--- src/rtl/free_list_pkg.sv ---
// Shared processor package: physical register file, free list and ROB sizing,
// plus the physical tag type used by rename, ROB and the free list.
package free_list_pkg;

  localparam int PRF_NUM_P  = 64;
  localparam int ARF_NUM_P  = 32;
  localparam int FL_DEPTH_P = PRF_NUM_P - ARF_NUM_P;
  localparam int TAG_W      = $clog2(PRF_NUM_P);

  localparam int FL_IDX_W = $clog2(FL_DEPTH_P);
  localparam int FL_PTR_W = FL_IDX_W + 1;

  localparam int ROB_DEPTH = 32;
  localparam int ROB_IDX_W = $clog2(ROB_DEPTH);
  localparam int ROB_PTR_W = ROB_IDX_W + 1;

  typedef logic [TAG_W-1:0] prf_tag_t;

endpackage

--- src/rtl/free_list.sv ---
// Physical-register free list: circular FIFO of free tags, refilled by ROB retire,
// drained by dispatch, restored to full on flush. Optional FL_BYPASS_EN macro
// forwards a retiring tag straight to dispatch when the list is empty.
module free_list
  import free_list_pkg::*;
#(
  parameter int FL_DEPTH = FL_DEPTH_P,
  parameter int PRF_NUM  = PRF_NUM_P
) (
  input  logic             clock,
  input  logic             reset,
  input  logic             fl_dispatch_en_i,
  input  logic [TAG_W-1:0] rob2fl_tag_i,
  input  logic             rob2fl_tag_vld_i,
  input  logic             fl_flush_i,
  output logic [TAG_W-1:0] fl_tag_o,
  output logic             fl_empty_o,
  output logic [FL_PTR_W-1:0] fl_cnt_o
);

  localparam int IDX_W = FL_IDX_W;
  localparam int PTR_W = FL_PTR_W;

  prf_tag_t         entry_r [FL_DEPTH];
  logic [PTR_W-1:0] head_r;
  logic [PTR_W-1:0] tail_r;
  logic [PTR_W-1:0] head_nxt;
  logic [PTR_W-1:0] tail_nxt;

  logic empty;
  logic full;
  logic bypass;
  logic push;
  logic pop;

  assign empty = (head_r == tail_r);
  assign full  = (head_r[IDX_W-1:0] == tail_r[IDX_W-1:0]) &&
                 (head_r[PTR_W-1] != tail_r[PTR_W-1]);

`ifdef FL_BYPASS_EN
  // Retiring tag goes straight to dispatch; list state is left untouched.
  assign bypass = empty && rob2fl_tag_vld_i && fl_dispatch_en_i;
`else
  assign bypass = 1'b0;
`endif

  assign push = rob2fl_tag_vld_i && !full && !bypass;
  assign pop  = fl_dispatch_en_i && !empty && !bypass;

  always_comb begin
    tail_nxt = tail_r + {{(PTR_W-1){1'b0}}, push};
    head_nxt = head_r;
    if (fl_flush_i) begin
      // Head lands one full lap behind tail, so every non-architectural tag is free.
      head_nxt = {~tail_nxt[PTR_W-1], tail_nxt[PTR_W-2:0]};
    end else if (pop) begin
      head_nxt = head_r + {{(PTR_W-1){1'b0}}, 1'b1};
    end
  end

  always_ff @(posedge clock) begin
    if (reset) begin
      head_r <= '0;
      tail_r <= {1'b1, {(PTR_W-1){1'b0}}};
      for (int i = 0; i < FL_DEPTH; i++) begin
        entry_r[i] <= TAG_W'(PRF_NUM - FL_DEPTH + i);
      end
    end else begin
      head_r <= head_nxt;
      tail_r <= tail_nxt;
      if (push) begin
        entry_r[tail_r[IDX_W-1:0]] <= rob2fl_tag_i;
      end
    end
  end

  always_comb begin
    fl_tag_o   = entry_r[head_r[IDX_W-1:0]];
    fl_empty_o = empty;
    if (bypass) begin
      fl_tag_o   = rob2fl_tag_i;
      fl_empty_o = 1'b0;
    end
  end

  assign fl_cnt_o = full ? PTR_W'(FL_DEPTH) : (tail_r - head_r);

  // A retire into a full list means ROB and free list disagree on tag ownership.
  always @(posedge clock) begin
    if (!reset) begin
      assert (!(rob2fl_tag_vld_i && full))
        else $error("free_list: tag %0d returned while list full, dropped", rob2fl_tag_i);
    end
  end

endmodule
--- config.mk ---
export PLATFORM = sky130hd
export DESIGN_NAME = free_list
export DESIGN_NICKNAME = d
export VERILOG_FILES = /design/src/rtl/free_list_pkg.sv /design/src/rtl/free_list.sv
export SDC_FILE = /design/constraint.sdc
export NUM_CORES = 1
export LEC_CHECK = 0
export BUFFER_PORTS_ARGS = -buffer_cell sky130_fd_sc_hd__buf_2
export CAP_MARGIN = 20
export CORE_ASPECT_RATIO = 0.7
export CORE_MARGIN = 5
export CORE_UTILIZATION = 54
export CTS_BUF_LIST = sky130_fd_sc_hd__clkbuf_4
export DETAILED_ROUTE_END_ITERATION = 6
export MAX_ROUTING_LAYER = met4
export PLACE_DENSITY = 0.73
export SLEW_MARGIN = 20
export SYNTH_ARGS = -nofsm -noshare
export SYNTH_HDL_FRONTEND = slang
export SYNTH_SLANG_ARGS = --single-unit
export TNS_END_PERCENT = 30
--- constraint.sdc ---
create_clock -name clock -period 2.55 [get_ports clock]
set_input_delay 0.3825 -clock clock [delete_from_list [all_inputs] [get_ports clock]]
set_output_delay 0.3825 -clock clock [all_outputs]
set_load 0.02 [all_outputs]
==> results.sh, run 1 <==
export IMPL_status="finished, violations left"
export IMPL_violations="negative setup slack"
export IMPL_hold_violations=0
export IMPL_grt_pass1_wl_um=40800
export IMPL_powerDensity_nw_per_um2=788
export IMPL_n_antenna_cell=0
export IMPL_worstMarginPinSlew_ns=1.01
export IMPL_hold_class="input port to flop"
export IMPL_cts_made_buffers=50
export IMPL_timing_rr_end="head_r[2]"
export IMPL_instances_no_fill=1143
export IMPL_portBuffers=23
export IMPL_ys_async_sr_fraction_pct=0
export IMPL_synth_top_area_cell="edfxtp_1"
export IMPL_place_inst=1046
export IMPL_synth_cells=783
export IMPL_p_leak_nw=3.74
export IMPL_end_kind="primary output"
export IMPL_cts_root_buffer="clkbuf_4"
export IMPL_totalWireLength_um=27000
export IMPL_row_count=41
export IMPL_ys_flop_type="edfxtp_1"
export IMPL_rrSetupSlack_ns=0.16
export IMPL_core_area_sq_um=18000
export IMPL_io_pins=24
export IMPL_worst_setup_path_type="flop to primary output"
export IMPL_track_usage_pct=26.9
export IMPL_syn2layout_area_growth_pct=15.8
export IMPL_clkSlewWorstSetupHoldPaths_ns=0.06
export IMPL_synth_seq_cells=209
export IMPL_routedWlPerCell_um=23.6
export IMPL_rr_worst_depth=10
export IMPL_nets=888
export IMPL_slew_headroom_pct=32.3
export IMPL_fillerInstances=1387
export IMPL_worstPathRequired_ns=2.17
export IMPL_vias=6978
export IMPL_max_cap_violations=0
export IMPL_synth_top_family_by_area="simple AND/OR/NAND/NOR gates"
export IMPL_clock_path_buffers=3
export IMPL_path_max_fanout=8
export IMPL_synth_most_common_cell="edfxtp_1"
export IMPL_avgViaCountPerCell=6.10
export IMPL_cts_tree="built"
export IMPL_design_area_sq_um=11400
export IMPL_yosysSeqAreaShare_pct=62.2
export IMPL_fp_dieH_um=123
export IMPL_finalMaxSlewViolations=0
export IMPL_netlist_area_sq_um=9810
export IMPL_fin_ws_ns=-0.365
export IMPL_hold_path_startpoint="fl_flush_i"
export IMPL_synth_edf_count=192
export IMPL_peakVddDrop_mv=0.861
export IMPL_synth_compound_area_share_pct=5.98
export IMPL_fmax_ghz=0.343
export IMPL_drt_iter0_markers=984
export IMPL_insertion_delay_ns=0.64
export IMPL_yosys_top_cells_area="edfxtp_1 59%, nand2_1 5.7%, mux4_2 5.5%"
export IMPL_rsz0062_at_grt="yes"
export IMPL_dpl_hpwl_um=19100
export IMPL_clock_sinks=209
export IMPL_start_util_pct=54.6
export IMPL_grt_overflow_total=0
export IMPL_final_setup_viol_count=11
export IMPL_dp_slack_ns=-0.162
export IMPL_grt_max_degree=40
export IMPL_die_area_sq_um=21000
export IMPL_routabilityCongestion=0.969
export IMPL_utilization_pct=63.3
export IMPL_yosys_area_share_xor_xnor_pct=1.24
export IMPL_htree_levels=2
export IMPL_r2r_start="head_r[4]"
export IMPL_antenna_found_initial=0
export IMPL_yosys_warnings=0
export IMPL_syn_area_per_cell_sq_um=12.5
export IMPL_hold_path_end="head_r[5]"
export IMPL_ant_nets=0
export IMPL_drc=0
export IMPL_post_synth_fa_ha_maj_area_fraction_pct=1.22
export IMPL_timing_final_crit_period_ns=2.91
export IMPL_die_w_um=171
export IMPL_dr_pass1_iters=6
export IMPL_period_share_pct=114
export IMPL_drive_gt1_share_pct=25.6
export IMPL_synth_distinct_cells=53
export IMPL_yosys_top_cells_count="192 x edfxtp_1, 149 x nand2_1, 111 x nor2_1, 50 x mux2i_1, 26 x nand3_1"
export IMPL_placed_area_sq_um=10400
export IMPL_critPathLaunchType="flop"
export IMPL_synthDominantCellAreaShare_pct=58.8
export IMPL_skew_ns=0.0332
export IMPL_cp_arrival_ns=2.53
export IMPL_grt_pass1_vias=7049
export IMPL_synth_simple_area_share_pct=15.4
export IMPL_syn_nets=803
export IMPL_synth_mux_area_share_pct=10.7
export IMPL_whs_path_depth=2
[how the worst max path moves through the flow]
stage / startpoint / end / slack (ns) / cells past startpoint
floorplan: head_r[2] / entry_r[31][0] / 0.11 / 7
global placement: head_r[2] / flop / -0.08 / 10
detailed placement: head_r[3] / flop / -0.16 / 10
CTS: flop / fl_tag_o[3] / -0.40 / 6
global route: flop / fl_tag_o[2] / -0.44 / 7
finish: flop / fl_tag_o[2] / -0.36 / 7
[power breakdown]
group	total (mW)	internal (mW)	leakage, nW	switching (mW)
Clock	2.85	1.53	0.401	1.32
Sequential	3.92	3.85	1.79	0.0657
Combinational	2.18	0.762	1.55	1.42
Total	8.95	6.15	3.74	2.81
[cells by family after synthesis]
kind of cell | Yosys count
compound gates | 82
xor+xnor | 13
fa+ha+maj | 9
buf+inv | 60
flops | 209
mux | 75
simple gates | 335
[sequential cells by signal (all words and copies together), names as in the netlist, named ones only]
name,count
tail_r,6
entry_r,192
head_r,6
[critical path, cell delays in order (launching register included)]
cell	delay, ns
dfxtp_4	0.39
buf_12	0.16
buf_12	0.14
buf_4	0.12
mux4_2	0.49
a221oi_2	0.30
nand3_1	0.13
buf_2	0.18
[metal layers]
layer	global-route usage, %	routed length, um	vias to the layer above
met5	-	0	-
met4	6.28	427	0
met3	8.82	3830	44
met1	38.6	11100	3422
li1	-	-	3050
met2	37.7	11600	462
[per-stage QoR]
step	hold slack, ns	setup TNS (ns)	total power [mW]
after detailed placement	0.583	-0.324	5.95
after global routing	0.159	-3.91	9.31
after global placement	0.562	-0.161	5.89
after CTS	0.109	-3.25	8.80
after floorplan	0.543	0	5.28
final	0.151	-2.73	8.95
[timing repair]
| item | 4_1_cts | 5_1_grt |
|---|---|---|
| cloned | 0 | 1 |
| setup endpoints to repair | 13 | 14 |
| resized for setup | 21 | 20 |
| hold buffers | 0 | 0 |
| setup buffers | 0 | 5 |
| pin swaps | 4 | 8 |
[area by class of cell]
cell class | count | area, sq um | area share [%]
sequential | 209 | 6120 | 53.8
clock inverter | 10 | 63.8 | 0.561
multi-input combinational | 514 | 3560 | 31.3
timing repair buffer | 84 | 691 | 6.08
clock buffer | 81 | 608 | 5.35
tap | 236 | 295 | 2.60
inverter | 9 | 33.8 | 0.297
[cells in the final DEF (no fill, tap or decap), types with 19 or more instances in the layout]
master	netlist	layout
clkbuf_4	0	81
a21o_1	24	24
buf_4	1	54
mux2i_1	50	50
nand2_1	149	149
edfxtp_1	192	192
buf_2	21	19
mux4_2	24	24
nand3_1	26	24
nor2_1	111	110
(Power assumes the default switching activity.)
==> run 2, diff against run 1 <==
--- a/config.mk
+++ b/config.mk
@@ -14,6 +14,7 @@
 export DETAILED_ROUTE_END_ITERATION = 6
 export MAX_ROUTING_LAYER = met4
 export PLACE_DENSITY = 0.73
+export REMOVE_ABC_BUFFERS = 1
 export SLEW_MARGIN = 20
 export SYNTH_ARGS = -nofsm -noshare
 export SYNTH_HDL_FRONTEND = slang
==> run 2 against run 1 <==
Against the previous run:
- the flow finishes with violations (design-rule violations, negative setup slack)
- first-iteration DRC count decreased by 8.9%
- fmax decreased by 0.78%
- non-clock buffer count increased by 5
- global-route usage increased by 0.66 points
- die area unchanged
- utilization increased by 0.51 points
- hold slack got worse by 0.034 ns
- clock skew decreased by 0.011 ns
- cell count increased by 1.1%
- count of clock-buffer cells in the layout decreased by 5
- via count increased by 1.8%
- critical endpoint is now fl_tag_o[4]
- sequential share of layout area decreased by 0.40 points
==> results.sh, run 2 (synthesized netlist as in run 1, its figures left out) <==
export IMPL_status="finished, violations left"
export IMPL_violations="design-rule violations, negative setup slack"
export IMPL_slew_headroom_pct=44.0
export IMPL_ant_nets=0
export IMPL_critPathBufInv=3
export IMPL_p_leak_nw=3.78
export IMPL_tns_ns=-2.52
export IMPL_path_depth=6
export IMPL_hold_path_startpoint="rob2fl_tag_i[0]"
export IMPL_multi_input_area_sq_um=3610
export IMPL_worstPathRequired_ns=2.17
export IMPL_cp_arrival_ns=2.56
export IMPL_avgViaCountPerCell=6.14
export IMPL_dr_pass1_iters=7
export IMPL_grt_overflow_total=0
export IMPL_row_count=41
export IMPL_skew_ns=0.0220
export IMPL_syn2layout_area_growth_pct=16.8
export IMPL_die_w_um=171
export IMPL_fp_dieH_um=123
export IMPL_grt_pass1_wl_um=41600
export IMPL_die_area_sq_um=21000
export IMPL_grt_max_degree=37
export IMPL_hold_violations=0
export IMPL_powerDensity_nw_per_um2=794
export IMPL_fillerInstances=1383
export IMPL_path_delay_family="multiplexers"
export IMPL_fin_ws_ns=-0.388
export IMPL_hold_class="input port to flop"
export IMPL_drive_gt1_share_pct=27.5
export IMPL_whs_ns=0.117
export IMPL_totalWireLength_um=27200
export IMPL_cp_slowest_cell="mux4_2"
export IMPL_rr_worst_depth=10
export IMPL_path_max_fanout=7
export IMPL_clkSlewWorstSetupHoldPaths_ns=0.08
export IMPL_peakVddDrop_mv=0.440
export IMPL_htree_levels=2
export IMPL_max_cap_violations=0
export IMPL_drc=1
export IMPL_clock_sinks=209
export IMPL_worst_setup_path_type="flop to primary output"
export IMPL_cts_root_buffer="clkbuf_4"
export IMPL_max_stage_delay_ns=0.54
export IMPL_placed_area_sq_um=10400
export IMPL_core_area_sq_um=18000
export IMPL_cts_tree="built"
export IMPL_place_inst=1049
export IMPL_cts_made_buffers=51
export IMPL_hold_path_end="entry_r[15][0]"
export IMPL_final_setup_viol_count=10
export IMPL_track_usage_pct=27.6
export IMPL_critPathMostFrequentCell="buf_6"
export IMPL_layout_common_cells="192 x edfxtp_1, 149 x nand2_1, 111 x nor2_1"
export IMPL_period_share_pct=115
export IMPL_fmax_ghz=0.340
export IMPL_vias=7101
export IMPL_whs_path_depth=3
export IMPL_r2r_start="head_r[2]"
export IMPL_antenna_found_initial=2
export IMPL_final_common_cell="edfxtp_1"
export IMPL_top_regs="entry_r (192), head_r (6), tail_r (6)"
export IMPL_portBuffers=23
export IMPL_design_area_sq_um=11500
export IMPL_ctsHoldBuffers=0
export IMPL_seq_area_sq_um=6120
export IMPL_regMostFlops="entry_r"
export IMPL_timing_final_crit_period_ns=2.94
export IMPL_power_mw=9.09
export IMPL_start_util_pct=54.6
export IMPL_instances_no_fill=1156
export IMPL_routedWlPerCell_um=23.5
export IMPL_io_pins=24
export IMPL_grt_pass1_vias=7123
export IMPL_critPathLaunchType="flop"
export IMPL_clock_path_buffers=3
export IMPL_finalMaxSlewViolations=0
export IMPL_routabilityCongestion=0.948
export IMPL_drt_iter0_markers=896
export IMPL_end_kind="primary output"
export IMPL_insertion_delay_ns=0.65
export IMPL_rrSetupSlack_ns=0.18
export IMPL_path_cells="buf_12 -> buf_6 -> mux4_2 -> a221oi_2 -> nand3_2 -> buf_6"
export IMPL_largest_reg_flops=192
export IMPL_worstMarginPinSlew_ns=0.834
export IMPL_rsz0062_at_grt="yes"
export IMPL_dpl_hpwl_um=19300
export IMPL_nets=894
run 2: final cells by class:
type / count / share of cell area (%)
multi-input combinational: 514 / 31.5
inverter: 9 / 0.295
timing repair buffer: 89 / 6.25
tap: 236 / 2.58
sequential: 209 / 53.4
clock buffer: 76 / 4.98
clock inverter: 20 / 0.885
antenna: 3 / 0.0655
run 2: where the power goes:
group | switching (mW) | internal [mW] | leakage [nW]
registers | 0.0847 | 3.86 | 1.79
clock network | 1.37 | 1.47 | 0.396
logic | 1.47 | 0.846 | 1.60
run 2: worst max path at each step:
| stage | start | to |
|---|---|---|
| after detailed placement | head_r[2] | flop |
| after global routing | flop | fl_tag_o[4] |
| after CTS | flop | fl_tag_o[4] |
| after floorplan | flop | fl_tag_o[0] |
| final | flop | fl_tag_o[4] |
| after global placement | head_r[2] | flop |
run 2: worst min-delay path, cell delays in order:
cell	delay, ns
buf_2	0.14
nor2_1	0.07
nand2_1	0.06
run 2: what timing repair did:
action,in CTS,in global routing
pin swaps,14,10
gates cloned,1,0
buffers inserted,8,0
resized for setup,50,12
endpoints found under the setup margin,14,13
run 2: per-layer routing:
layer	global-route usage [%]	share of wire (%)	vias up	routed length [um]
li1	-	-	3065	-
met1	37.0	39	3443	10700
met2	38.6	43	537	11700
met3	12.7	16	56	4320
met4	6.88	1.9	0	506
met5	-	0	-	0
run 2: per-stage QoR:
stage / util (%) / setup slack (ns)
floorplan: - / -1.23
detailed placement: 58.2 / 0.0159
CTS: 63.6 / -0.402
finish: 63.8 / -0.388
global route: 63.8 / -0.547
global placement: 58.2 / 0.0903
==> run 3, diff against run 2 <==
--- a/config.mk
+++ b/config.mk
@@ -5,6 +5,7 @@
 export SDC_FILE = /design/constraint.sdc
 export NUM_CORES = 1
 export LEC_CHECK = 0
+export ABC_AREA = 1
 export BUFFER_PORTS_ARGS = -buffer_cell sky130_fd_sc_hd__buf_2
 export CAP_MARGIN = 20
 export CORE_ASPECT_RATIO = 0.7
==> run 3 against run 2 <==
Against the previous run:
- the run ends with negative setup slack left
- non-clock buffer count shrank 16
- count of clock-buffer cells in the layout grew 6
- global-route usage shrank 2.9 points
- highest routed layer unchanged
==> results.sh, run 3 <==
export IMPL_avgViaCountPerCell=5.72
export IMPL_rr_worst_depth=10
export IMPL_rrSetupSlack_ns=0.07
export IMPL_switchingPower_mw=2.60
export IMPL_busiest_layer="met1"
export IMPL_clock_sinks=209
export IMPL_hold_path_startpoint="fl_dispatch_en_i"
export IMPL_max_stage_delay_ns=0.44
export IMPL_use_met3_pct=6.16
export IMPL_status="finished, violations left"
export IMPL_nets=1210
export IMPL_htree_levels=2
export IMPL_seq_area_sq_um=6120
export IMPL_yosys_top_cells_area="edfxtp_1 57%, nand2_1 15%, nand3_1 13%"
export IMPL_dr_pass1_iters=5
export IMPL_power_mw=8.46
export IMPL_hold_path_end="head_r[3]"
export IMPL_final_setup_viol_count=2
export IMPL_timing_final_crit_period_ns=2.56
export IMPL_use_met1_pct=36.0
export IMPL_insertion_delay_ns=0.65
export IMPL_fillerInstances=1541
export IMPL_cp_slowest_cell="dfxtp_4"
export IMPL_dp_slack_ns=0.0958
export IMPL_antenna_found_initial=0
export IMPL_totalWireLength_um=27300
export IMPL_vias=8421
export IMPL_whs_ns=0.159
export IMPL_synth_edf_count=192
export IMPL_period_share_pct=100
export IMPL_switching_share_pct=30.7
export IMPL_worstMarginPinSlew_ns=0.579
export IMPL_p_seq_share_pct=45.7
export IMPL_grt_overflow_total=0
export IMPL_yosysSeqAreaShare_pct=60.1
export IMPL_met2_usage_pct=34.5
export IMPL_rsz0062_at_grt="yes"
export IMPL_fin_ws_ns=-0.00562
export IMPL_hold_class="input port to flop"
export IMPL_yosys_warnings=0
export IMPL_design_area_sq_um=11800
export IMPL_worstPathRequired_ns=2.17
export IMPL_drt_iter0_markers=1079
export IMPL_die_area_sq_um=21700
export IMPL_synth_most_common_cell="nand2_1"
export IMPL_drc=0
export IMPL_r2r_start="head_r[4]"
export IMPL_ys_async_sr_fraction_pct=0
export IMPL_critPathLaunchType="flop"
export IMPL_grt_pass1_vias=7633
export IMPL_timing_rr_end="entry_r[0][3]"
export IMPL_largest_reg_flops=192
export IMPL_synth_seq_cells=209
export IMPL_final_common_cell="nand2_1"
export IMPL_end_kind="primary output"
export IMPL_dpl_hpwl_um=16300
export IMPL_synthDominantCellAreaShare_pct=56.8
export IMPL_powerDensity_nw_per_um2=714
export IMPL_path_cells="clkinv_8 -> buf_12 -> nand2_1 -> nand3_1 -> nand3_1 -> nand2_1 -> nand2_1 -> nand2_1 -> nand2_2 -> nand2_1 -> buf_6"
export IMPL_fmax_ghz=0.391
export IMPL_critPathMostFrequentCell="nand2_1"
export IMPL_path_max_fanout=20
export IMPL_placed_area_sq_um=10500
export IMPL_ys_flop_type="edfxtp_1"
export IMPL_io_pins=24
export IMPL_grt_pass1_wl_um=41200
export IMPL_p_leak_nw=4.60
export IMPL_core_area_sq_um=18700
export IMPL_multi_input_area_sq_um=3860
export IMPL_regMostFlops="entry_r"
export IMPL_slew_headroom_pct=61.3
export IMPL_cp_arrival_ns=2.17
export IMPL_cts_made_buffers=49
export IMPL_cts_root_buffer="clkbuf_4"
export IMPL_syn_area_per_cell_sq_um=8.83
export IMPL_peakVddDrop_mv=0.389
export IMPL_syn2layout_area_growth_pct=16.7
export IMPL_hold_violations=0
export IMPL_row_count=42
export IMPL_ant_nets=0
export IMPL_synth_cells=1150
export IMPL_layout_common_cells="375 x nand2_1, 218 x nand3_1, 192 x edfxtp_1"
export IMPL_routedWlPerCell_um=18.6
export IMPL_n_antenna_cell=0
export IMPL_routabilityCongestion=0.955
export IMPL_finalMaxSlewViolations=0
export IMPL_clkSlewWorstSetupHoldPaths_ns=0.07
export IMPL_track_usage_pct=24.7
export IMPL_max_cap_violations=0
export IMPL_synth_distinct_cells=25
export IMPL_worst_setup_path_type="flop to primary output"
export IMPL_netlist_area_sq_um=10200
export IMPL_top_regs="entry_r (192), head_r (6), tail_r (6)"
export IMPL_p_clk_share_pct=32.7
export IMPL_p_int_mw=5.86
export IMPL_portBuffers=23
export IMPL_grt_max_degree=49
export IMPL_yosys_top_cells_count="397 x nand2_1, 255 x nand3_1, 192 x edfxtp_1, 122 x nor2_1, 60 x clkbuf_1"
export IMPL_skew_ns=0.0360
export IMPL_synth_top_area_cell="edfxtp_1"
export IMPL_die_w_um=174
export IMPL_fp_dieH_um=125
export IMPL_whs_path_depth=5
export IMPL_drive_gt1_share_pct=20.4
export IMPL_cts_tree="built"
export IMPL_start_util_pct=54.3
export IMPL_clock_path_buffers=3
export IMPL_p_comb_share_pct=21.6
export IMPL_violations="negative setup slack"
[run 3: power groups by stage]
stage               combinational, mW  sequential, mW  clock, mW
floorplan                       0.870            3.98          0
global placement                 1.43            3.93          0
detailed placement               1.44            3.93          0
CTS                              1.61            3.86       2.78
global route                     1.96            3.87       2.96
finish                           1.83            3.87       2.76
[run 3: worst max path at each step]
stage / start / end / slack [ns] / depth (start not counted)
2_1_floorplan: flop / fl_tag_o[4] / -2.56 / 9
3_3_place_gp: head_r[4] / entry_r[24][5] / 0.19 / 10
3_5_place_dp: head_r[4] / entry_r[0][0] / 0.1 / 9
4_1_cts: tail_r[0] / fl_cnt_o[4] / -0.05 / 10
5_1_grt: tail_r[0] / fl_cnt_o[4] / -0.12 / 10
6_report: flop / fl_tag_o[3] / -0.006 / 11
[run 3: kinds of logic (layout without fill, tap and decap cells)]
kind of cell               Yosys count  count (layout)  share of synthesized area, %
xor gates and xnor gates             4               4                         0.419
AOI/OAI and AO/OA                   14              14                         0.690
adders and majority gates            9               9                          1.18
buffers and inverters              131             212                          5.06
DFF                                209             209                          60.1
and+or+nand+nor                    783             783                          32.5
[run 3: layout make-up]
class | count | share of cell area (%)
well taps | 242 | 2.56
flip-flops and latches | 209 | 51.7
inverters | 47 | 1.64
clock inverters | 10 | 0.317
clock buffers | 82 | 5.20
repair buffers | 73 | 6.05
multi-input cells | 810 | 32.6
[run 3: timing repair]
action,4_1_cts,5_1_grt
gates resized for setup,52,77
pin swaps,6,19
gates cloned,3,2
setup buffers,4,5
hold buffers,1,0
setup endpoints to repair,11,27
endpoints found under the hold margin,4,0
[run 3: routing by layer]
layer	share of wire, %	wire length (um)	vias up
li1	-	-	3956
met1	42	11500	3868
met2	43	11800	537
met3	13	3450	60
met4	2.1	561	0
met5	0	0	-
[run 3: critical path, delay by kind of cell (launching register included)]
kind / cells / cell delay [ns]
DFF: 1 / 0.44
and+or+nand+nor: 8 / 0.67
buffers and inverters: 3 / 0.44
[run 3: per-stage QoR]
step / util [%] / instances / TNS [ns]
finish: 63.3 / 1473 / -0.00754
global route: 63.3 / 1473 / -2.46
detailed placement: 56.4 / 1368 / 0
floorplan: - / 1066 / -21.88
CTS: 61.5 / 1468 / -0.0707
global placement: 56.4 / 1368 / 0
